`config.mk`:
```
export PLATFORM = sky130hd
export DESIGN_NAME = multi7_scan
export DESIGN_NICKNAME = d
export VERILOG_FILES = /design/src/rtl/multi7_scan.sv
export SDC_FILE = /design/constraint.sdc
export NUM_CORES = 1
export LEC_CHECK = 0
export ABC_AREA = 1
export CORE_UTILIZATION = 50
export DETAILED_ROUTE_END_ITERATION = 12
export PLACE_DENSITY = 0.74
export RECOVER_POWER = 50
export SYNTH_ARGS = -nofsm -noshare
export SYNTH_HDL_FRONTEND = slang
export SYNTH_SLANG_ARGS = --single-unit
```
`constraint.sdc`:
```
create_clock -name i_clk -period 2.05 [get_ports i_clk]
set_input_delay 0.3075 -clock i_clk [delete_from_list [all_inputs] [get_ports i_clk]]
set_output_delay 0.3075 -clock i_clk [all_outputs]
set_load 0.02 [all_outputs]
```
`src/rtl/multi7_scan.sv`:
```
// Multiplexed N-digit 7-segment scan driver with refresh prescaler, per-slot dead time,
// PWM brightness, decimal points, leading-zero blanking and frame-synchronous double buffering.
module multi7_scan #(
  parameter int DIGITS   = 4,
  parameter int PRESCALE = 1024,
  parameter int PWM_BITS = 4,
  parameter int DEAD     = 2
) (
  input  logic                  i_clk,
  input  logic                  i_rst_n,
  input  logic [DIGITS*4-1:0]   i_digits,
  input  logic [DIGITS-1:0]     i_dp,
  input  logic                  i_load,
  output logic                  o_ready,
  input  logic [PWM_BITS-1:0]   i_brightness,
  input  logic                  i_blank_lz,
  output logic [6:0]            o_segments_drive,
  output logic                  o_dp_drive,
  output logic [DIGITS-1:0]     o_displays_neg,
  output logic                  o_frame
);

  localparam int SLOT_W = (PRESCALE > 1) ? $clog2(PRESCALE) : 1;
  localparam int IDX_W  = $clog2(DIGITS);

  localparam logic [SLOT_W-1:0] SLOT_LAST = SLOT_W'(PRESCALE - 1);
  localparam logic [SLOT_W-1:0] DEAD_C    = SLOT_W'(DEAD);
  localparam logic [IDX_W-1:0]  IDX_LAST  = IDX_W'(DIGITS - 1);

  // Scan counters and brightness latch
  logic [SLOT_W-1:0]   slot_cnt_q;
  logic [IDX_W-1:0]    digit_idx_q;
  logic [PWM_BITS-1:0] bright_q;

  // Double buffer: pending is filled by the handshake, active feeds the display
  logic [DIGITS*4-1:0] active_digits_q, pend_digits_q;
  logic [DIGITS-1:0]   active_dp_q, pend_dp_q;
  logic                pend_valid_q;

  // Registered outputs
  logic [6:0]          seg_q;
  logic                dp_q;
  logic [DIGITS-1:0]   disp_q;
  logic                frame_q;

  function automatic logic [6:0] seg_decode(input logic [3:0] nib);
    logic [6:0] s;
    case (nib)
      4'h0: s = 7'h3F;
      4'h1: s = 7'h06;
      4'h2: s = 7'h5B;
      4'h3: s = 7'h4F;
      4'h4: s = 7'h66;
      4'h5: s = 7'h6D;
      4'h6: s = 7'h7D;
      4'h7: s = 7'h07;
      4'h8: s = 7'h7F;
      4'h9: s = 7'h6F;
      4'hA: s = 7'h77;
      4'hB: s = 7'h7C;
      4'hC: s = 7'h39;
      4'hD: s = 7'h5E;
      4'hE: s = 7'h79;
      default: s = 7'h71;
    endcase
    return s;
  endfunction

  logic                slot_wrap;
  logic                boundary;
  logic                load_accept;
  logic                disp_on;
  logic [DIGITS-1:0]   blank_vec;
  logic [3:0]          cur_nib;
  logic                cur_dp;
  logic                cur_blank;
  logic [6:0]          seg_d;
  logic                dp_d;
  logic [DIGITS-1:0]   disp_d;

  assign slot_wrap   = (slot_cnt_q == SLOT_LAST);
  assign boundary    = slot_wrap && (digit_idx_q == IDX_LAST);
  assign load_accept = i_load && !pend_valid_q;
  assign disp_on     = (slot_cnt_q >= DEAD_C) && (slot_cnt_q[PWM_BITS-1:0] < bright_q);

  // A digit is a leading zero when it and every more-significant active nibble is zero.
  always_comb begin
    logic zero_above;
    // NOTE: every signal driven here gets a default first so no path leaves it
    // unassigned; a missing default would infer a latch.
    blank_vec  = '0;
    zero_above = 1'b1;
    for (int k = DIGITS - 1; k >= 1; k--) begin
      zero_above   = zero_above && (active_digits_q[k*4 +: 4] == 4'h0);
      blank_vec[k] = i_blank_lz && zero_above;
    end
  end

  always_comb begin
    cur_nib   = 4'h0;
    cur_dp    = 1'b0;
    cur_blank = 1'b0;
    disp_d    = '1;
    for (int k = 0; k < DIGITS; k++) begin
      if (digit_idx_q == IDX_W'(k)) begin
        cur_nib   = active_digits_q[k*4 +: 4];
        cur_dp    = active_dp_q[k];
        cur_blank = blank_vec[k];
        disp_d[k] = !disp_on;
      end
    end
    seg_d = (disp_on && !cur_blank) ? seg_decode(cur_nib) : 7'h00;
    dp_d  = disp_on && cur_dp;
  end

  // NOTE: all state below uses non-blocking assignments so every register
  // samples pre-edge values, independent of statement order.
  always_ff @(posedge i_clk or negedge i_rst_n) begin
    if (!i_rst_n) begin
      slot_cnt_q      <= '0;
      digit_idx_q     <= '0;
      bright_q        <= '0;
      active_digits_q <= '0;
      active_dp_q     <= '0;
      pend_digits_q   <= '0;
      pend_dp_q       <= '0;
      pend_valid_q    <= 1'b0;
      seg_q           <= '0;
      dp_q            <= 1'b0;
      disp_q          <= '1;
      frame_q         <= 1'b0;
    end else begin
      if (slot_wrap) begin
        slot_cnt_q  <= '0;
        digit_idx_q <= (digit_idx_q == IDX_LAST) ? '0 : digit_idx_q + 1'b1;
      end else begin
        slot_cnt_q  <= slot_cnt_q + 1'b1;
      end

      if (slot_cnt_q == '0) bright_q <= i_brightness;

      // Transfer and acceptance are mutually exclusive: acceptance needs pending empty.
      if (boundary && pend_valid_q) begin
        active_digits_q <= pend_digits_q;
        active_dp_q     <= pend_dp_q;
        pend_valid_q    <= 1'b0;
      end else if (load_accept) begin
        pend_digits_q   <= i_digits;
        pend_dp_q       <= i_dp;
        pend_valid_q    <= 1'b1;
      end

      seg_q   <= seg_d;
      dp_q    <= dp_d;
      disp_q  <= disp_d;
      frame_q <= boundary;
    end
  end

  assign o_ready          = !pend_valid_q;
  assign o_segments_drive = seg_q;
  assign o_dp_drive       = dp_q;
  assign o_displays_neg   = disp_q;
  assign o_frame          = frame_q;

endmodule

```
== Word-level counts from Yosys, hierarchy flattened ==
Memories as Yosys holds them, arrays and structs flattened.
Cells that the tools add are included.
Operators by class
  add/subtract/negate cells: 2
  $lt $le $gt $ge: 2
  equal/unequal tests: 4
  multiplexer cells: 20
  bitwise gates (word level): 1
  reduce and logical (&&, ||, !) cells: 21
Operators with widths (number)
  two-way mux 4 bit: 4
  two-way mux 1 bit: 13
  zero test 4 bit: 3
  logical AND 1 bit: 11
  adder 10 x 1 -> 10 bit, second input constant: 1
  == test 10 bit, second input constant: 1
  greater-or-equal comparator 10 x 2 -> 1 bit, second input constant: 1
  zero test 10 bit: 1
  two-way mux 10 bit: 1
  two-way mux 7 bit: 1
  == test 2 bit, second input constant: 2
  less-than comparator 4 bit: 1
  zero test 1 bit: 3
  adder 2 x 1 -> 2 bit, second input constant: 1
  == test 2 x 1 -> 1 bit, second input constant: 1
  zero test 2 bit: 1
  two-way mux 2 bit: 1
  AND reduction 2 bit: 1
  nonzero test 2 bit: 1
  NOT 1 bit: 1
Storage, ports and cells
  register bits after elaboration: 70
  ROM bits: 112
  output and inout port bits: 14
  word-level logic and storage cells: 63
  memories: 1
Memories
  (no name shown): words 16, bits a word 7, read ports 1, clocked after memory_dff 0, write ports 0, RTL line 48  | case (nib)

== Longest topological paths before layout ==
Gate-level depths: netlist of run 1.
  depth after elaboration: 10
  depth in mapped cells: 14

== Least setup slack after synthesis of run 1 ==
Ideal clock, no wire load.
  kind: reg-to-reg
  from: register digit_idx_q[0]
  to: register seg_q[3] (netlist: o_segments_drive[3])
  library setup time: 0.123 ns
  data arrival time: 1.813 ns
  path slack: 0.114 ns
  stages on the path, launching flop included: 13
  buffers on the path: 1
  clock period less this slack: 1.936 ns
  cells stage by stage: dfrtp_1 -> ha_1 -> clkbuf_8 -> inv_1 -> or2_2 -> nand2_1 -> inv_1 -> ha_1 -> inv_1 -> nand2_1 -> nand3_1 -> nand2_1 -> nor2_1
On the way
  cells in the longest elaborated chain, start to end: 7
  elaborated cells between the ends (all ways): 15
  classes of those cells: 3 x eq/ne; 8 x mux; 3 x reduce/logical; 1 x memory
Ends and longest elaborated chain
  from (decl): RTL line 32  | logic [IDX_W-1:0] digit_idx_q;
  from (signal assigned): RTL line 135  | digit_idx_q <= (digit_idx_q == IDX_LAST) ? '0 : digit_idx_q + 1'b1;
  zero test 2 bit / == test 2 x 1 -> 1 bit (equally long branches): RTL line 105  | if (digit_idx_q == IDX_W'(k)) begin
  two-way mux 4 bit / two-way mux 1 bit (equally long branches) (3 in a row): RTL line 105
  two-way mux 4 bit / zero test 1 bit (equally long branches): RTL line 105, 112
  memory (16 x 7 bit) / logical AND 1 bit (equally long branches)
  two-way mux 7 bit *: RTL line 112  | seg_d = (disp_on && !cur_blank) ? seg_decode(cur_nib) : 7'h00;
  net seg_d[3]: RTL line 77  | logic [6:0] seg_d;
  to (signal assigned): RTL line 153  | seg_q <= seg_d;
  to (decl): RTL line 41  | logic [6:0] seg_q;
Mark *: on every way through the listed nets, which the timed path passes. The rest lies on a longest branch.
A chain may end at the register's enable or synchronous reset.

== Final worst setup path of run 1 ==
  from: register digit_idx_q[1]
  to: register seg_q[3] (netlist: o_segments_drive[3])
Same word-level chain as after synthesis.

==> summary.md, run 1 <==
| Metric | Value |
|---|---|
| Core area | `6490 um^2` |
| PD cells | `623 nW/um^2` |
| Worst endpoint required time | `2.27 ns` |
| DR iter-0 viols | `123` |
| Vias | `2577` |
| Worst path cell trace | `ha_2 -> inv_1 -> or2_2 -> nand2_2 -> inv_2 -> ha_1 -> inv_1 -> nand2_1 -> nand3_1 -> nand2_1 -> nor2_1` |
| WL final | `6.24 mm` |
| Clock Pin Slew Worst Setup and Hold Paths | `0.08 ns` |
| Synthesized cell area | `3430 um^2` |
| DR WL/cell | `12.0 um` |
| Unrepaired setup endpoints after global routing | `yes` |
| Final period utilization | `94.2%` |
| RePlAce Congestion | `0.814` |
| Initial antenna violation count | `0` |
| DRC viols | `4` |
| Min Tclk post-route | `1.93 ns` |
| CTS buffer count | `9` |
| Crit path max fanout | `7` |
| Worst path arrival time | `2.15 ns` |
| Failing checks | `design-rule violations` |
| Die width | `84.8 um` |
| Max cap viols | `0` |
| Number of global-route vias before repair | `2440` |
| Post-synth EDFFs | `0` |
| Largest net degree at the start of global routing | `71` |
| Layout area overhead | `23.2%` |
| Layout fillers | `555` |
| Core Rows | `29` |
| Clock buffer depth | `2` |
| Slew at the pin with the worst max-slew slack | `0.902 ns` |
| Total gr overflow | `0` |
| Total negative slack | `0 ns` |
| Min Hold Slack | `0.491 ns` |
| Syn nets | `428` |
| Vias per inst | `4.95` |
| Fmax achieved | `0.518 GHz` |
| Synthesized flop and latch total | `70` |
| IR drop worst, VDD | `0.417 mV` |
| Total die area | `7190 um^2` |
| H-tree levels | `3` |
| CP max stage cell | `dfrtp_1` |
| Slew Limit Fails | `0` |
| Die Y | `84.8 um` |
| CTS Sinks | `70` |
| Overall global routing resource usage | `19.6%` |
| Register area share after synthesis | `51.2%` |
| Relative slew slack | `39.9%` |
| Nets | `483` |
| First-pass GRT wire length | `11.0 mm` |
| Clk_lat worst skew | `0.34 ns` |
| Final setup fails | `0` |
| Top Ports | `42` |
| Fin. Hold Viols | `0` |
| Outcome | `finished, violations left` |
| Initial Utilization | `52.8%` |
| TritonCTS clock tree | `built` |
| Buffers on Ports | `41` |
| Commonest non-fill, non-tap cell in the layout | `nand2_1` |
| Hold WC Path Type | `register to register` |
| Critical Path Source Type | `register` |
| Clock skew | `0.0131 ns` |
| N_diodes | `0` |
| First drt pass iteration count | `8` |
| Cells after Synth | `384` |
| Static Leak | `2.24 nW` |
| Number of synthesis warnings | `0` |
| Crit end category | `register` |
| Post-synth top flop | `dfrtp_1` |
| FFs w/ async S/R, synth | `100%` |
| Commonest cells after routing, fill and taps aside | `97 x nand2_1, 65 x dfrtp_1, 42 x inv_1, 40 x clkdlybuf4s50_1, 36 x nor2_1` |
| Crit path largest cell delay | `0.40 ns` |
| DP Wirelength | `4.42 mm` |
| Clock root cell | `clkbuf_8` |
| Crit Path Class | `register to register` |
| Post-synth cell types | `30` |
| Share of cells above drive strength 1 | `18.5%` |
| Mean area per synthesized cell | `8.93 um^2` |
| Routed Antenna Nets | `0` |
==> final cells by class <==
type	instances	area [um^2]	share of cell area, %
multi-input combinational	258	1490	35.2
inverter	47	176	4.18
clock inverter	6	68.8	1.63
tap	77	96.3	2.28
timing repair buffer	53	498	11.8
sequential	70	1760	41.6
clock buffer	10	138	3.26
==> layer usage <==
layer,global-route usage [%],share of wire [%]
met5,0,0
met4,6.93,0.98
met3,5.51,3.7
met2,30.3,47
met1,26.5,48
==> logic make-up after synthesis <==
family | synth area share (%)
multiplexers | 2.63
flip-flops | 51.2
buffers and inverters | 7.23
XOR/XNOR | 0.767
AND/OR/NAND/NOR | 23.0
adder cells (fa/ha/maj) | 5.84
AO/OA/AOI/OAI | 9.27
==> critical path: cells and delay by family, from the launching register on <==
kind	cells	cell delay (ns)
adders and majority gates	2	0.56
buffers and inverters	3	0.18
DFF	1	0.40
and+or+nand+nor	6	0.68
==> where the power goes <==
group          total [mW]  switching, mW  leakage (nW)  internal (mW)
Combinational       0.105         0.0465          1.30         0.0588
Sequential           1.39        0.00190         0.837           1.39
Clock                1.13          0.531         0.103          0.603
==> state kept, by name, indices dropped and copies added (netlist names), 4 cells and up <==
signal,count
active_digits_q,16
pend_digits_q,16
slot_cnt_q,10
o_segments_drive,7
active_dp_q,4
bright_q,4
o_displays_neg,4
pend_dp_q,4
==> cells in the mapped netlist (4+ instances only) <==
cell type / instances / share of area, %
a21oi_1: 29 / 4.2
buf_2: 4 / 0.58
dfrtp_1: 66 / 48
dfstp_2: 4 / 3.1
ha_1: 16 / 5.8
inv_1: 45 / 4.9
mux2_2: 8 / 2.6
nand2_1: 99 / 11
nand3_1: 23 / 3.4
nor2_1: 37 / 4.1
nor3_1: 4 / 0.58
o21ai_0: 8 / 1.2
o21ai_2: 13 / 3.3
or2_2: 4 / 0.73
==> timing repair <==
| action | 4_1_cts | 5_1_grt |
|---|---|---|
| hold endpoints to repair | 59 | 0 |
| resized for setup | 2 | 18 |
| setup endpoints to repair | 3 | 7 |
| hold buffers | 1 | 0 |
| setup buffers | 0 | 1 |
| pin swaps | 0 | 1 |
==> path summary, 6_finish.rpt <==
| check | startpoint | to | slack (ns) | cells after the start |
|---|---|---|---|---|
| worst max register to register | digit_idx_q[1] | o_segments_drive[3] | 0.12 | 11 |
| worst max-delay path | digit_idx_q[1] | o_segments_drive[3] | 0.12 | 11 |
| worst min register to register | active_digits_q[3] | active_digits_q[3] | 0.49 | 2 |
| max in group asynchronous | i_rst_n | digit_idx_q[0] | 0.68 | 3 |
| min in group asynchronous | i_rst_n | slot_cnt_q[4] | 0.73 | 3 |
| worst min-delay path | active_digits_q[3] | active_digits_q[3] | 0.49 | 2 |
==> per-stage QoR <==
stage / util, % / instances / cell area, um^2 / setup slack [ns] / power (mW)
floorplan: - / 384 / 3430 / 0.114 / 1.43
global placement: 60.8 / 503 / 3950 / 0.0174 / 1.53
detailed placement: 60.8 / 503 / 3950 / -0.0856 / 1.53
CTS: 64.2 / 520 / 4170 / 0.00859 / 2.67
global route: 65.0 / 521 / 4220 / -0.0282 / 2.74
finish: 65.0 / 521 / 4220 / 0.119 / 2.63
(Power assumes the default switching activity.)
==> run 2, diff against run 1 <==
--- a/config.mk
+++ b/config.mk
@@ -6,6 +6,7 @@
 export NUM_CORES = 1
 export LEC_CHECK = 0
 export ABC_AREA = 1
+export CORE_MARGIN = 4
 export CORE_UTILIZATION = 50
 export DETAILED_ROUTE_END_ITERATION = 12
 export PLACE_DENSITY = 0.74
==> run 2 against run 1 <==
  * The run now ends clean
  * Clock skew is 0.0053 ns lower
  * Non-clock buffer count rose by 4
  * Sequential power hardly changed
  * Critical path depth grew 1
  * Total power is 7.7% higher
  * Count of clock-buffer cells in the layout is the same
  * Via count about the same
==> summary.md, run 2 (synthesized netlist as in run 1, its figures left out) <==
| Metric | Value |
|---|---|
| TritonCTS clock tree | `built` |
| WP buf/inv | `3` |
| Vias | `2578` |
| Worst path arrival time | `2.17 ns` |
| Critical Path Source Type | `register` |
| Top Ports | `42` |
| Hold WC Path Type | `register to register` |
| First drt pass iteration count | `4` |
| Crit Path Class | `register to register` |
| Largest net degree at the start of global routing | `34` |
| Min Tclk post-route | `1.94 ns` |
| Non-Filler Instances | `525` |
| Worst reg2reg path startpoint | `digit_idx_q[1]` |
| Family with the most delay on the worst path | `simple AND/OR/NAND/NOR gates` |
| CP max stage cell | `dfrtp_1` |
| DP Wirelength | `4.78 mm` |
| Max cap viols | `0` |
| Final period utilization | `94.6%` |
| Total die area | `8250 um^2` |
| Clk_lat worst skew | `0.35 ns` |
| Fin. Hold Viols | `0` |
| Vias per inst | `4.91` |
| Initial antenna violation count | `0` |
| Clock root cell | `clkbuf_8` |
| Commonest non-fill, non-tap cell in the layout | `nand2_1` |
| Outcome | `complete, no violations` |
| Routed Antenna Nets | `0` |
| Die width | `90.8 um` |
| IR drop worst, VDD | `0.361 mV` |
| HP Start | `active_digits_q[10]` |
| Clock buffer depth | `2` |
| Worst path cell trace | `inv_2 -> ha_4 -> inv_2 -> nand2_1 -> nand3_1 -> nand2_1 -> nand2_4 -> buf_4 -> ha_1 -> or2_0 -> a21oi_1 -> nor2_1` |
| Total negative slack | `0 ns` |
| Initial Utilization | `52.8%` |
| DR WL/cell | `12.5 um` |
| WL final | `6.55 mm` |
| Core Rows | `29` |
| Nets | `487` |
| RePlAce Congestion | `0.843` |
| Crit path launch | `digit_idx_q[1]` |
| DRC viols | `0` |
| CTS buffer count | `9` |
| DP Cell Count | `503` |
| Worst endpoint required time | `2.28 ns` |
| Overall global routing resource usage | `16.8%` |
| Buffers on Ports | `41` |
| Relative slew slack | `10.9%` |
| Layout area overhead | `25.9%` |
| Top Registers | `active_digits_q (16), pend_digits_q (16), slot_cnt_q (10)` |
| Static Leak | `2.26 nW` |
| Crit path largest cell delay | `0.44 ns` |
| N_diodes | `0` |
| PD cells | `656 nW/um^2` |
| Number of global-route vias before repair | `2442` |
| Clock skew | `0.00785 ns` |
| Crit end category | `register` |
| Fmax achieved | `0.516 GHz` |
| First-pass GRT wire length | `11.2 mm` |
| Total gr overflow | `0` |
| CTS Sinks | `70` |
| Crit path max fanout | `6` |
| Overall Power | `2.83 mW` |
| Core area | `6490 um^2` |
| Clock Pin Slew Worst Setup and Hold Paths | `0.08 ns` |
| Slew at the pin with the worst max-slew slack | `1.34 ns` |
| Die Y | `90.8 um` |
| DR iter-0 viols | `151` |
| Share of cells above drive strength 1 | `19.2%` |
| H-tree levels | `3` |
| Final setup fails | `0` |
| Commonest cells after routing, fill and taps aside | `98 x nand2_1, 66 x dfrtp_1, 40 x inv_1, 40 x clkdlybuf4s50_1, 35 x nor2_1` |
| Slew Limit Fails | `0` |
-- run 2: cell types whose count changed in the layout (fill, tap and decap cells not counted), moves of 2 or more --
| cell | delta |
|---|---|
| buf_4 | +4 |
| bufinv_16 | +2 |
| clkbuf_1 | +2 |
| ha_2 | -2 |
| ha_4 | +2 |
| inv_1 | -2 |
| inv_2 | +2 |
| inv_6 | -2 |
| nand2_2 | -2 |
-- run 2: worst reg2reg max path, delay by kind of cell, from the launching register on --
| family | cells | cell delay (ns) |
|---|---|---|
| flops | 1 | 0.44 |
| simple gates | 6 | 0.61 |
| fa+ha+maj | 2 | 0.35 |
| compound gates | 1 | 0.13 |
| buf+inv | 3 | 0.33 |
-- run 2: layer usage --
| metal | part of all wire (%) | track usage, % | up-vias |
|---|---|---|---|
| met5 | 0 | 0 | - |
| met4 | 1.6 | 6.53 | 0 |
| met3 | 4.1 | 4.25 | 9 |
| met2 | 47 | 27.0 | 47 |
| met1 | 47 | 21.9 | 1186 |
| li1 | - | - | 1336 |
-- run 2: metrics by stage --
stage,area (um^2),setup WS (ns),utilization [%],hold WS [ns]
after floorplan,3430,0.114,-,0.0119
after CTS,4200,-0.0103,64.7,0.481
after global placement,3950,0.0474,60.8,0.321
final,4320,0.110,66.4,0.488
after global routing,4320,-0.0170,66.4,0.507
after detailed placement,3950,-0.110,60.8,0.335
-- run 2: cell type report --
| class | count | area [um^2] |
|---|---|---|
| clock inverter | 6 | 110 |
| tap | 77 | 96.3 |
| fill | 530 | 2180 |
| timing repair buffer | 57 | 539 |
| inverter | 47 | 176 |
| clock buffer | 10 | 128 |
| sequential | 70 | 1760 |
| multi-input combinational | 258 | 1510 |
-- run 2: worst paths after layout --
path | end | slack, ns | cells after the start
max | o_segments_drive[5] | 0.11 | 12
min | active_digits_q[10] | 0.49 | 2
max reg2reg | o_segments_drive[5] | 0.11 | 12
min reg2reg | active_digits_q[10] | 0.49 | 2
max in group asynchronous | active_dp_q[2] | 0.33 | 3
min in group asynchronous | slot_cnt_q[5] | 0.78 | 2
-- run 2: what timing repair did --
| action | 4_1_cts | 5_1_grt |
|---|---|---|
| hold endpoints to repair | 22 | 0 |
| cloned | 0 | 0 |
| endpoints found under the setup margin | 3 | 7 |
| gates resized for setup | 2 | 22 |
| pin swaps | 0 | 4 |
| hold buffers | 1 | 0 |
| setup buffers | 0 | 5 |
-- run 2: report_power, final --
group          switching (mW)  internal, mW  total, mW
logic                  0.0487        0.0628      0.111
clock network           0.525         0.806       1.33
registers             0.00196          1.39       1.39
==> run 3, diff against run 2 <==
--- a/config.mk
+++ b/config.mk
@@ -11,6 +11,7 @@
 export DETAILED_ROUTE_END_ITERATION = 12
 export PLACE_DENSITY = 0.74
 export RECOVER_POWER = 50
+export SKIP_LAST_GASP = 1
 export SYNTH_ARGS = -nofsm -noshare
 export SYNTH_HDL_FRONTEND = slang
 export SYNTH_SLANG_ARGS = --single-unit
==> run 3 against run 2 <==
  * Register-to-register slack about the same
  * Non-clock buffer count unchanged
  * Routed wire length unchanged
  * Total power about the same
  * Hold slack hardly changed
  * Sequential power barely moved
  * Clock skew increased by 0.00076 ns
  * Clock power about the same
  * Global-route usage did not move
  * Fmax is essentially flat
  * Design area is essentially flat
  * Utilization is essentially flat
  * Largest cell class unchanged
  * Largest power group unchanged
==> summary.md, run 3 (synthesized netlist as in run 1, its figures left out) <==
| Metric | Value |
|---|---|
| Fmax achieved | `0.515 GHz` |
| Buffers on Ports | `41` |
| Clock skew | `0.00861 ns` |
| Crit Path Class | `register to register` |
| Vias | `2579` |
| Layout fillers | `529` |
| Number of global-route vias before repair | `2442` |
| Clock root cell | `clkbuf_8` |
| Outcome | `complete, no violations` |
| Nets | `487` |
| CTS buffer count | `9` |
| Core Rows | `29` |
| RePlAce Congestion | `0.843` |
| N_diodes | `0` |
| IR drop worst, VDD | `0.360 mV` |
| Routed Antenna Nets | `0` |
| Final Util | `66.4%` |
| Overall global routing resource usage | `16.8%` |
| DR WL/cell | `12.5 um` |
| Core area | `6490 um^2` |
| CTS Sinks | `70` |
| Commonest non-fill, non-tap cell in the layout | `nand2_1` |
| Initial Utilization | `52.8%` |
| Min Hold Slack | `0.487 ns` |
| Top Registers | `active_digits_q (16), pend_digits_q (16), slot_cnt_q (10)` |
| Hold WC Path Type | `register to register` |
| TritonCTS clock tree | `built` |
| DR iter-0 viols | `148` |
| Slew Limit Fails | `0` |
| Total die area | `8250 um^2` |
| Commonest cells after routing, fill and taps aside | `99 x nand2_1, 66 x dfrtp_1, 40 x inv_1, 40 x clkdlybuf4s50_1, 35 x nor2_1` |
| Crit path max fanout | `6` |
| Critical Path Source Type | `register` |
| Slew at the pin with the worst max-slew slack | `1.34 ns` |
| Largest net degree at the start of global routing | `34` |
| Total gr overflow | `0` |
| Initial antenna violation count | `0` |
| Die Y | `90.8 um` |
| First-pass GRT wire length | `11.2 mm` |
| Clock buffer depth | `2` |
| Static Leak | `2.26 nW` |
| Max cap viols | `0` |
| Unrepaired setup endpoints after global routing | `yes` |
| DRC viols | `0` |
| PD cells | `656 nW/um^2` |
| Crit end category | `register` |
| Clock Pin Slew Worst Setup and Hold Paths | `0.08 ns` |
| Layout area overhead | `25.8%` |
| Final period utilization | `94.7%` |
| Final setup fails | `0` |
| Vias per inst | `4.91` |
| H-tree levels | `3` |
| Worst path arrival time | `2.17 ns` |
| Min Tclk post-route | `1.94 ns` |
| First drt pass iteration count | `4` |
| Share of cells above drive strength 1 | `19.0%` |
| Die width | `90.8 um` |
| Relative slew slack | `10.6%` |
| Clk_lat worst skew | `0.35 ns` |
| WL final | `6.55 mm` |
| Top Ports | `42` |
| DP Wirelength | `4.78 mm` |
| Fin. Hold Viols | `0` |
| Worst endpoint required time | `2.28 ns` |
[run 3: per-layer routing]
metal	vias up	global-route usage [%]	wire (um)
met4	0	6.53	99
met3	10	4.25	332
li1	1337	-	-
met1	1174	21.9	3010
met5	-	0	0
met2	58	27.0	3100
[run 3: timing repair]
action / 4_1_cts / 5_1_grt
setup endpoints to repair: 3 / 7
resized for setup: 2 / 21
endpoints found under the hold margin: 22 / 0
hold buffers: 1 / 0
buffers inserted: 0 / 5
pin swaps: 0 / 4
[run 3: power by group]
group | total (mW) | switching (mW) | leakage (nW) | internal (mW)
Combinational | 0.112 | 0.0487 | 1.31 | 0.0628
Sequential | 1.39 | 0.00196 | 0.839 | 1.39
Clock | 1.33 | 0.523 | 0.112 | 0.806
[run 3: worst paths after layout]
path,slack [ns],endpoint,depth (start not counted),start
hold reg to reg,0.49,active_digits_q[10],2,active_digits_q[10]
hold / removal,0.49,active_digits_q[10],2,active_digits_q[10]
max in group asynchronous,0.32,active_dp_q[2],3,i_rst_n
setup / recovery,0.11,o_segments_drive[5],12,digit_idx_q[1]
min in group asynchronous,0.79,slot_cnt_q[5],2,i_rst_n
setup reg to reg,0.11,o_segments_drive[5],12,digit_idx_q[1]
[run 3: area by class of cell]
type | instances | area [um^2] | share of cell area [%]
clock inverter | 6 | 110 | 2.55
timing repair buffer | 57 | 539 | 12.5
tap | 77 | 96.3 | 2.23
inverter | 47 | 176 | 4.09
sequential | 70 | 1760 | 40.7
clock buffer | 10 | 128 | 2.96
multi-input combinational | 258 | 1510 | 34.9
[run 3: per-stage QoR]
step           power, mW  cells  area, um^2  setup TNS [ns]  setup WS, ns
6_report            2.83    525        4310               0         0.110
3_5_place_dp        1.53    503        3950          -0.145        -0.110
5_1_grt             2.93    525        4310         -0.0688       -0.0518
3_3_place_gp        1.53    503        3950               0        0.0474
2_1_floorplan       1.43    384        3430               0         0.114
4_1_cts             2.86    520        4200         -0.0103       -0.0103
[run 3: worst max-delay path, cell delays in order (launching register included)]
cell     delay, ns
dfrtp_1       0.44
inv_2         0.13
ha_4          0.19
inv_2         0.05
nand2_1       0.06
nand3_1       0.07
nand2_1       0.12
nand2_4       0.09
buf_4         0.14
ha_1          0.16
or2_0         0.21
a21oi_1       0.13
nor2_1        0.06
